<file path="src/rtl/hd_pattern_pkg.sv">
// ============================================================================
// Module   : hd_pattern_pkg
// Purpose  : Shared types and constants for the HD test-pattern generator.
// Revision : 1.0 - initial release
// ============================================================================
`default_nettype none

package hd_pattern_pkg;

  typedef enum logic [1:0] {
    PAT_SOLID = 2'd0,
    PAT_BARS  = 2'd1,
    PAT_CHECK = 2'd2,
    PAT_GRAD  = 2'd3
  } pat_mode_e;

  localparam int PKG_COLOR_W = 4;

  typedef struct packed {
    logic [PKG_COLOR_W-1:0] red;
    logic [PKG_COLOR_W-1:0] green;
    logic [PKG_COLOR_W-1:0] blue;
  } rgb_t;

  // {r,g,b} masks, bar 0 in the least significant triplet
  localparam logic [23:0] C_BAR_TABLE = {
    3'b000,  // 7 black
    3'b001,  // 6 blue
    3'b100,  // 5 red
    3'b101,  // 4 magenta
    3'b010,  // 3 green
    3'b011,  // 2 cyan
    3'b110,  // 1 yellow
    3'b111   // 0 white
  };

  function automatic logic [2:0] bar_mask(input logic [2:0] idx);
    return C_BAR_TABLE[int'(idx)*3 +: 3];
  endfunction

endpackage

`default_nettype wire

</file>
<file path="src/rtl/hd_frame_timer.sv">
// ============================================================================
// Module   : hd_frame_timer
// Purpose  : End-of-frame detect, frame divider, colour index and frame tick.
// Revision : 1.0 - initial release
// ============================================================================
`default_nettype none

module hd_frame_timer
  import hd_pattern_pkg::*;
#(
  parameter int H_ACTIVE  = 800,
  parameter int V_ACTIVE  = 600,
  parameter int H_W       = 11,
  parameter int V_W       = 10,
  parameter int FRAME_DIV = 32
) (
  input  logic           pixel_clk,
  input  logic           rst_n,
  input  logic [H_W-1:0] i_h_coord,
  input  logic [V_W-1:0] i_v_coord,
  output logic           o_eof,
  output logic [1:0]     o_ci,
  output logic           o_frame_tick
);

  localparam int CNT_W = (FRAME_DIV > 1) ? $clog2(FRAME_DIV) : 1;
  localparam logic [CNT_W-1:0] C_CNT_LAST = CNT_W'(FRAME_DIV - 1);
  localparam logic [CNT_W-1:0] C_CNT_ONE  = CNT_W'(1);

  logic [CNT_W-1:0] r_frame_cnt;
  logic [1:0]       r_ci;
  logic             r_frame_tick;
  logic             w_eof;

  // Only the exact last active pixel counts; blanking coordinates never match
  assign w_eof = (i_h_coord == H_W'(H_ACTIVE - 1)) &&
                 (i_v_coord == V_W'(V_ACTIVE - 1));

  always_ff @(posedge pixel_clk) begin
    if (!rst_n) begin
      r_frame_cnt  <= '0;
      r_ci         <= 2'd0;
      r_frame_tick <= 1'b0;
    end else begin
      r_frame_tick <= w_eof;
      if (w_eof) begin
        if (r_frame_cnt == C_CNT_LAST) begin
          r_frame_cnt <= '0;
          r_ci        <= (r_ci == 2'd2) ? 2'd0 : r_ci + 2'd1;
        end else begin
          r_frame_cnt <= r_frame_cnt + C_CNT_ONE;
        end
      end
    end
  end

  assign o_eof        = w_eof;
  assign o_ci         = r_ci;
  assign o_frame_tick = r_frame_tick;

endmodule

`default_nettype wire

</file>
<file path="src/rtl/hd_pattern_gen.sv">
// ============================================================================
// Module   : hd_pattern_gen
// Purpose  : Four-mode VGA test-pattern generator with registered RGB output.
// Options  : HD_PATTERN_BORDER_EN - force a full-scale white active-area border
// Revision : 1.0 - initial release
// ============================================================================
`default_nettype none

module hd_pattern_gen
  import hd_pattern_pkg::*;
#(
  parameter int H_ACTIVE   = 800,
  parameter int V_ACTIVE   = 600,
  parameter int H_W        = 11,
  parameter int V_W        = 10,
  parameter int COLOR_W    = 4,
  parameter int LEVEL      = 8,
  parameter int FRAME_DIV  = 32,
  parameter int CELL_LOG   = 5,
  parameter int GRAD_SHIFT = 6
) (
  input  logic               pixel_clk,
  input  logic               rst_n,
  input  logic [H_W-1:0]     h_coord,
  input  logic [V_W-1:0]     v_coord,
  input  logic [1:0]         mode,
  output logic [COLOR_W-1:0] red,
  output logic [COLOR_W-1:0] green,
  output logic [COLOR_W-1:0] blue,
  output logic               frame_tick
);

  localparam int BAR_W    = H_ACTIVE / 8;
  localparam int GRAD_MAX = (2 ** COLOR_W) - 1;
  localparam logic [COLOR_W-1:0] C_FULL  = '1;
  localparam logic [COLOR_W-1:0] C_LEVEL = COLOR_W'(LEVEL);

  logic               w_eof;
  logic [1:0]         w_ci;
  pat_mode_e          r_mode_q;
  logic [COLOR_W-1:0] r_red;
  logic [COLOR_W-1:0] r_green;
  logic [COLOR_W-1:0] r_blue;

  logic               w_active;
  logic [H_W-1:0]     w_bar_div;
  logic [2:0]         w_bar_idx;
  logic [2:0]         w_bar_mask;
  logic [H_W-1:0]     w_grad;
  logic [COLOR_W-1:0] w_grad_sat;
  logic               w_check;
  logic [COLOR_W-1:0] w_red;
  logic [COLOR_W-1:0] w_green;
  logic [COLOR_W-1:0] w_blue;

  hd_frame_timer #(
    .H_ACTIVE  (H_ACTIVE),
    .V_ACTIVE  (V_ACTIVE),
    .H_W       (H_W),
    .V_W       (V_W),
    .FRAME_DIV (FRAME_DIV)
  ) u_frame_timer (
    .pixel_clk    (pixel_clk),
    .rst_n        (rst_n),
    .i_h_coord    (h_coord),
    .i_v_coord    (v_coord),
    .o_eof        (w_eof),
    .o_ci         (w_ci),
    .o_frame_tick (frame_tick)
  );

  assign w_active = (int'(h_coord) < H_ACTIVE) && (int'(v_coord) < V_ACTIVE);

  // Clamp and saturate on the full-width value before narrowing
  assign w_bar_div  = h_coord / H_W'(BAR_W);
  assign w_bar_idx  = (w_bar_div > H_W'(7)) ? 3'd7 : w_bar_div[2:0];
  assign w_bar_mask = bar_mask(w_bar_idx);

  assign w_grad     = h_coord >> GRAD_SHIFT;
  assign w_grad_sat = (int'(w_grad) > GRAD_MAX) ? C_FULL : COLOR_W'(w_grad);

  assign w_check    = h_coord[CELL_LOG] ^ v_coord[CELL_LOG];

  always_comb begin
    w_red   = '0;
    w_green = '0;
    w_blue  = '0;
    unique case (r_mode_q)
      PAT_SOLID: begin
        case (w_ci)
          2'd0:    w_red   = C_LEVEL;
          2'd1:    w_green = C_LEVEL;
          2'd2:    w_blue  = C_LEVEL;
          default: w_red   = '0;
        endcase
      end
      PAT_BARS: begin
        w_red   = {COLOR_W{w_bar_mask[2]}};
        w_green = {COLOR_W{w_bar_mask[1]}};
        w_blue  = {COLOR_W{w_bar_mask[0]}};
      end
      PAT_CHECK: begin
        w_red   = {COLOR_W{w_check}};
        w_green = {COLOR_W{w_check}};
        w_blue  = {COLOR_W{w_check}};
      end
      PAT_GRAD: begin
        w_red   = w_grad_sat;
        w_green = w_grad_sat;
        w_blue  = w_grad_sat;
      end
    endcase
`ifdef HD_PATTERN_BORDER_EN
    if ((h_coord == '0) || (h_coord == H_W'(H_ACTIVE - 1)) ||
        (v_coord == '0) || (v_coord == V_W'(V_ACTIVE - 1))) begin
      w_red   = C_FULL;
      w_green = C_FULL;
      w_blue  = C_FULL;
    end
`endif
    if (!w_active) begin
      w_red   = '0;
      w_green = '0;
      w_blue  = '0;
    end
  end

  // mode_q changes only on the eof edge so a frame is never split between patterns
  always_ff @(posedge pixel_clk) begin
    if (!rst_n) begin
      r_mode_q <= PAT_SOLID;
      r_red    <= '0;
      r_green  <= '0;
      r_blue   <= '0;
    end else begin
      if (w_eof) begin
        r_mode_q <= pat_mode_e'(mode);
      end
      r_red   <= w_red;
      r_green <= w_green;
      r_blue  <= w_blue;
    end
  end

  assign red   = r_red;
  assign green = r_green;
  assign blue  = r_blue;

endmodule

`default_nettype wire

</file>
<file path="config.mk">
export PLATFORM = sky130hd
export DESIGN_NAME = hd_pattern_gen
export DESIGN_NICKNAME = d
export VERILOG_FILES = /design/src/rtl/hd_pattern_pkg.sv /design/src/rtl/hd_frame_timer.sv /design/src/rtl/hd_pattern_gen.sv
export SDC_FILE = /design/constraint.sdc
export NUM_CORES = 1
export LEC_CHECK = 0
export ABC_CLOCK_PERIOD_IN_PS = 2300
export BUFFER_PORTS_ARGS = -buffer_cell sky130_fd_sc_hd__buf_2
export CORE_ASPECT_RATIO = 0.75
export CORE_MARGIN = 2
export CORE_UTILIZATION = 45
export DETAILED_ROUTE_END_ITERATION = 7
export GPL_ROUTABILITY_DRIVEN = 0
export PLACE_DENSITY = 0.72
export SYNTH_ARGS = -nofsm -noshare
export SYNTH_HDL_FRONTEND = slang
export SYNTH_HIERARCHICAL = 1
export SYNTH_SLANG_ARGS = --single-unit
</file>
<file path="constraint.sdc">
create_clock -name pixel_clk -period 2.3 [get_ports pixel_clk]
set_clock_uncertainty 0.15 [all_clocks]
set_input_delay 0.345 -clock pixel_clk [delete_from_list [all_inputs] [get_ports pixel_clk]]
set_output_delay 0.345 -clock pixel_clk [all_outputs]
set_load 0.03 [all_outputs]
</file>
### Word level (Yosys, flattened, before mapping)

Cells that the tools add are included.

* input bits: 25
* output and inout bits: 13
* register bits after elaboration: 22

* add/sub/neg operators: 2
* div/mod/pow operators: 1
* mux-type cells: 10
* reductions and logical operators: 6
* bitwise operators: 1
* shifts and indexed selects: 1
* multiply operators: 1
* eq/ne operators: 8
* order comparisons: 4

Operators by type and width (count)
* $pmux W4 S4: 3
* $shiftx A24 B6 Y3 const A: 1
* $mux W4: 4
* $div A11 B7 Y11 const B: 1
* $eq A11 B10 Y1 const B: 1
* $gt A11 B3 Y1 const B: 1
* $lt A11 B10 Y1 const B: 1
* $eq A10 B10 Y1 const B: 1
* $lt A10 B10 Y1 const B: 1
* $eq A2 B2 Y1 const B: 3
* $add A5 B1 Y5 const B: 1
* $eq A5 B5 Y1 const B: 1
* $gt A5 B4 Y1 const B: 1
* $mul A3 B2 Y5 const B: 1
* $mux W5: 1
* $eq A2 B1 Y1 const B: 2
* $logic_not A2 Y1: 2
* $reduce_and A2 Y1: 2
* $mux W3: 1
* $add A2 B1 Y2 const B: 1
* $logic_and A1 B1 Y1: 2
* $mux W2: 1
* $xor A1 B1 Y1: 1

### Depth between registers and ports, before layout

* word-level depth: 6
* depth in mapped cells: 9
* depth with buffers taken out: 7

### Hierarchy

Netlist, hierarchy kept.

Modules (own cells, without submodules)
* hd_pattern_gen: times used 1, seq. area each 280.3 sq um, cells each 172, area an instance 1378.8 sq um
* hd_frame_timer: times used 1, seq. area each 160.2 sq um, cells each 53, area an instance 465.4 sq um

### Least setup slack after synthesis

Ideal clock, no wire load.

* kind: in2reg
* start: input port h_coord[7]
* end: register r_blue[3] (netlist: blue[3])
* cell stages on the path: 9
* slack: -0.025 ns
* data arrival time: 2.044 ns
* path through: buf_6 nor4_2 o31ai_2 and3_1 buf_6 or3_1 a211oi_2 o2111a_2 o22ai_1

* cells in the longest elaborated chain, start to end: 6
* elaborated cells on any way between the ends: 11
* classes of those cells: mul (1); div (1); order compare (3); shift (1); mux (3); reduce/logical (2)

Ends and longest elaborated chain
* start, declared: line hd_pattern_gen.sv:24 `input logic [H_W-1:0] h_coord,`
* $div A11 B7 Y11: line hd_pattern_gen.sv:75 `assign w_bar_div = h_coord / H_W'(BAR_W);`
* $gt A11 B3 Y1: line hd_pattern_gen.sv:76 `assign w_bar_idx = (w_bar_div > H_W'(7)) ? 3'd7 : w_bar_div[2:0];`
* $mux W3: line hd_pattern_gen.sv:76
* $mul A3 B2 Y5: line hd_pattern_pkg.sv:38 `return C_BAR_TABLE[int'(idx)*3 +: 3];`
* $shiftx A24 B6 Y3: line hd_pattern_pkg.sv:38
* $pmux W4 S4: line hd_pattern_gen.sv:88 `unique case (r_mode_q)`
* end signal, assigned: line hd_pattern_gen.sv:141 `r_blue <= w_blue;`
* end, declared: line hd_pattern_gen.sv:43 `logic [COLOR_W-1:0] r_blue;`

Parallel ways exist; a longest one is shown, timed or not.
A chain may end at the register's enable or synchronous reset.

### Final worst setup path

Same ends and word-level chain as after synthesis.

==> impl_metrics.toml <==
[global_routing]
grt_start_max_net_pins = 14
overflow = 0
antenna_found_initial = 0
grt_pass1_vias = 1735
grt_pass1_wl_mm = 7.94
grtUsageTotal_pct = 21.7

[place]
pre_cts_ws_ns = -0.187
postPlaceCellArea_sq_um = 2330
place_inst = 345
dp_hpwl_mm = 3.95
port-buffer-count = 37

[yosys]
synth-main-ff-cell = "dfxtp_1"
synth_cell_types = 74
synth_area_leaders = "dfxtp_1 24%, a21oi_1 4.6%, o21ai_0 3.3%"
yosysTopAreaCellShare_pct = 23.9
synthArstFlopShare_pct = 0
syn-instance-count = 225
syn_nets = 252
ys_seq_elements = 22
ys_seq_area_share_pct = 23.9
yosysWarnings = 6
synth_area_leader_cell = "dfxtp_1"
syn_area_sq_um = 1840
synth_edf_count = 0
syn_area_per_cell_sq_um = 8.20

[timing]
worst_pin_slew_ns = 0.385
hold_viol = 0
fmax_mhz = 460
layout_setup_ws_ns = 0.126
rsz0062_at_grt = "yes"
max_slew_margin_pct = 74.2
min_period_ns = 2.17
post-route-period-util_pct = 94.5
setup_viol = 0
slew_viol_final = 0
setup_tns_ns = 0

[critical_path]
r2r-start = "u_frame_timer/r_frame_cnt[0]$_SDFFE_PN0P_"
critical_path_required_ns = 2.30
cp_max_fo = 11
endpoint_kind = "flip-flop"
reg2reg_depth = 5
reg2reg_to = "u_frame_timer/r_frame_cnt[0]$_SDFFE_PN0P_"
r2r_setup_slack_ns = 0.41
arrival_ns = 2.17
start_kind = "input pin"
critPathKind = "in -> reg"

[layout]
antenna_cells = 0
layout-area-overhead-vs-synth_pct = 30.5
finish.instance_area_sq_um = 2410
final_common_cell = "buf_4"
most-common-layout-cells = "43 x buf_4, 37 x buf_2, 22 x dfxtp_1"
fin_nets = 322
drive_above_1_share_pct = 37.4
finalNonFillerCells = 349

[pwr]
p_clk_share_pct = 34.6
leakage_nw = 1.01
p_switching_uw = 276
swShare_pct = 26.7
p_comb_share_pct = 28.5
p_per_area_nw_per_um2 = 430
power.total_mw = 1.03
p_int_uw = 758
p_seq_share_pct = 36.9
irDropWorstVdd_mv = 0.308

[routing]
wl_per_cell_microns = 14.1
ant_nets = 0
first_iter_violations = 74
viasPerCell = 5.72
routed_wl_mm = 4.91
drc = 0
first_pass_iters = 4
via_count = 1995

[run]
maxCapViolations = 0

[clock_network]
post-cts-setup-buffer-count = 0
htreeDepth = 1
clock_latency_ns = 0.27
tritoncts.num_buffers = 3
clk_path_buf_depth = 2
clk_pin_slew_ns = 0.08
cts.sinks = 22
tritoncts = "built"
root_buffer = "clkbuf_8"

[min_path]
worstHoldEndpoint = "r_mode_q[1]$_SDFFE_PN0P_"
hold_depth = 3
worstHoldPathType = "in -> reg"
min_from = "mode[1]"

[floorplanning]
die_w_microns = 77.9
die_h_microns = 59.4
start_util_pct = 46.1
die-area_sq_um = 4630
core-area_sq_um = 4000
row_count = 20
io_pins = 38

[run_status]
status = "complete, no violations"
-- Yosys cell counts, drive strengths merged (3+ instances only) --
library cell,n
o31ai,3
o21a,3
and4,3
nand2,12
a211oi,4
nor3b,4
nand3,9
and4bb,3
o311ai,4
nor3,3
o31a,3
nand2b,5
a21oi,17
inv,6
and3,4
or2,4
nand3b,3
nor2b,5
nor2,11
nand4,4
or3,6
dfxtp,22
a31oi,6
o22ai,3
o21ai,18
and2,4
buf,13
mux2i,3
-- worst max-delay path by stage --
stage                      startpoint  cells past startpoint            endpoint
after floorplan            h_coord[7]                      9  blue[3]$_SDFF_PN0_
after global placement    h_coord[10]                      8  blue[3]$_SDFF_PN0_
after detailed placement   h_coord[8]                      8  blue[3]$_SDFF_PN0_
after CTS                  h_coord[8]                      8  blue[3]$_SDFF_PN0_
after global routing       h_coord[7]                      9  blue[0]$_SDFF_PN0_
final                      h_coord[7]                      9  blue[3]$_SDFF_PN0_
-- kinds of logic after synthesis --
group	synth area share, %
AOI/OAI and AO/OA	34.1
DFF	23.9
buffers and inverters	6.24
and+or+nand+nor	31.4
xor gates and xnor gates	1.36
adders and majority gates	1.36
muxes	1.63
-- flip-flops by register name, summed over array words and instances (netlist names) --
register,flops
u_frame_timer/o_frame_tick,1
green,4
u_frame_timer/o_ci,2
red,4
blue,4
u_frame_timer/r_frame_cnt,5
r_mode_q,2
-- worst max-delay path: stages --
cell and delay [ns]:
buf_2 0.17, buf_4 0.16, nor2_1 0.16, o32a_1 0.31, nand2_1 0.12, or3_1 0.34, a211oi_2 0.20, o2111a_2 0.27
o22ai_1 0.09
-- power groups by stage --
| stage | sequential (mW) | clock, mW | combinational, mW |
|---|---|---|---|
| final | 0.381 | 0.358 | 0.294 |
| after global routing | 0.381 | 0.379 | 0.317 |
| after CTS | 0.381 | 0.362 | 0.290 |
| after detailed placement | 0.390 | 0 | 0.289 |
| after global placement | 0.390 | 0 | 0.285 |
| after floorplan | 0.392 | 0 | 0.172 |
-- through the flow --
stage,hold slack (ns),util (%)
after global routing,0.200,60.1
after global placement,0.319,58.2
after floorplan,0.308,-
after CTS,0.196,59.9
after detailed placement,0.329,58.2
final,0.198,60.1
-- cell type report --
| type | instances | area (sq um) |
|---|---|---|
| fillers | 369 | 1600 |
| multi-input cells | 182 | 1290 |
| repair buffers | 80 | 508 |
| flip-flops and latches | 22 | 440 |
| well taps | 55 | 68.8 |
| clock buffers | 3 | 41.3 |
| clock inverters | 1 | 30.0 |
| inverters | 6 | 22.5 |
-- metal layers --
layer,global-route usage (%),up-vias,part of all wire (%)
met1,31.5,921,51
met4,3.76,0,0.69
met2,34.1,58,42
met5,0,-,0
met3,3.96,4,5.4
li1,-,1012,-
-- timing repair --
action,4_1_cts,5_1_grt
setup endpoints to repair,0,8
gates resized for setup,0,2
hold buffers,0,0
Note: power is estimated with default switching activity, not from simulation.
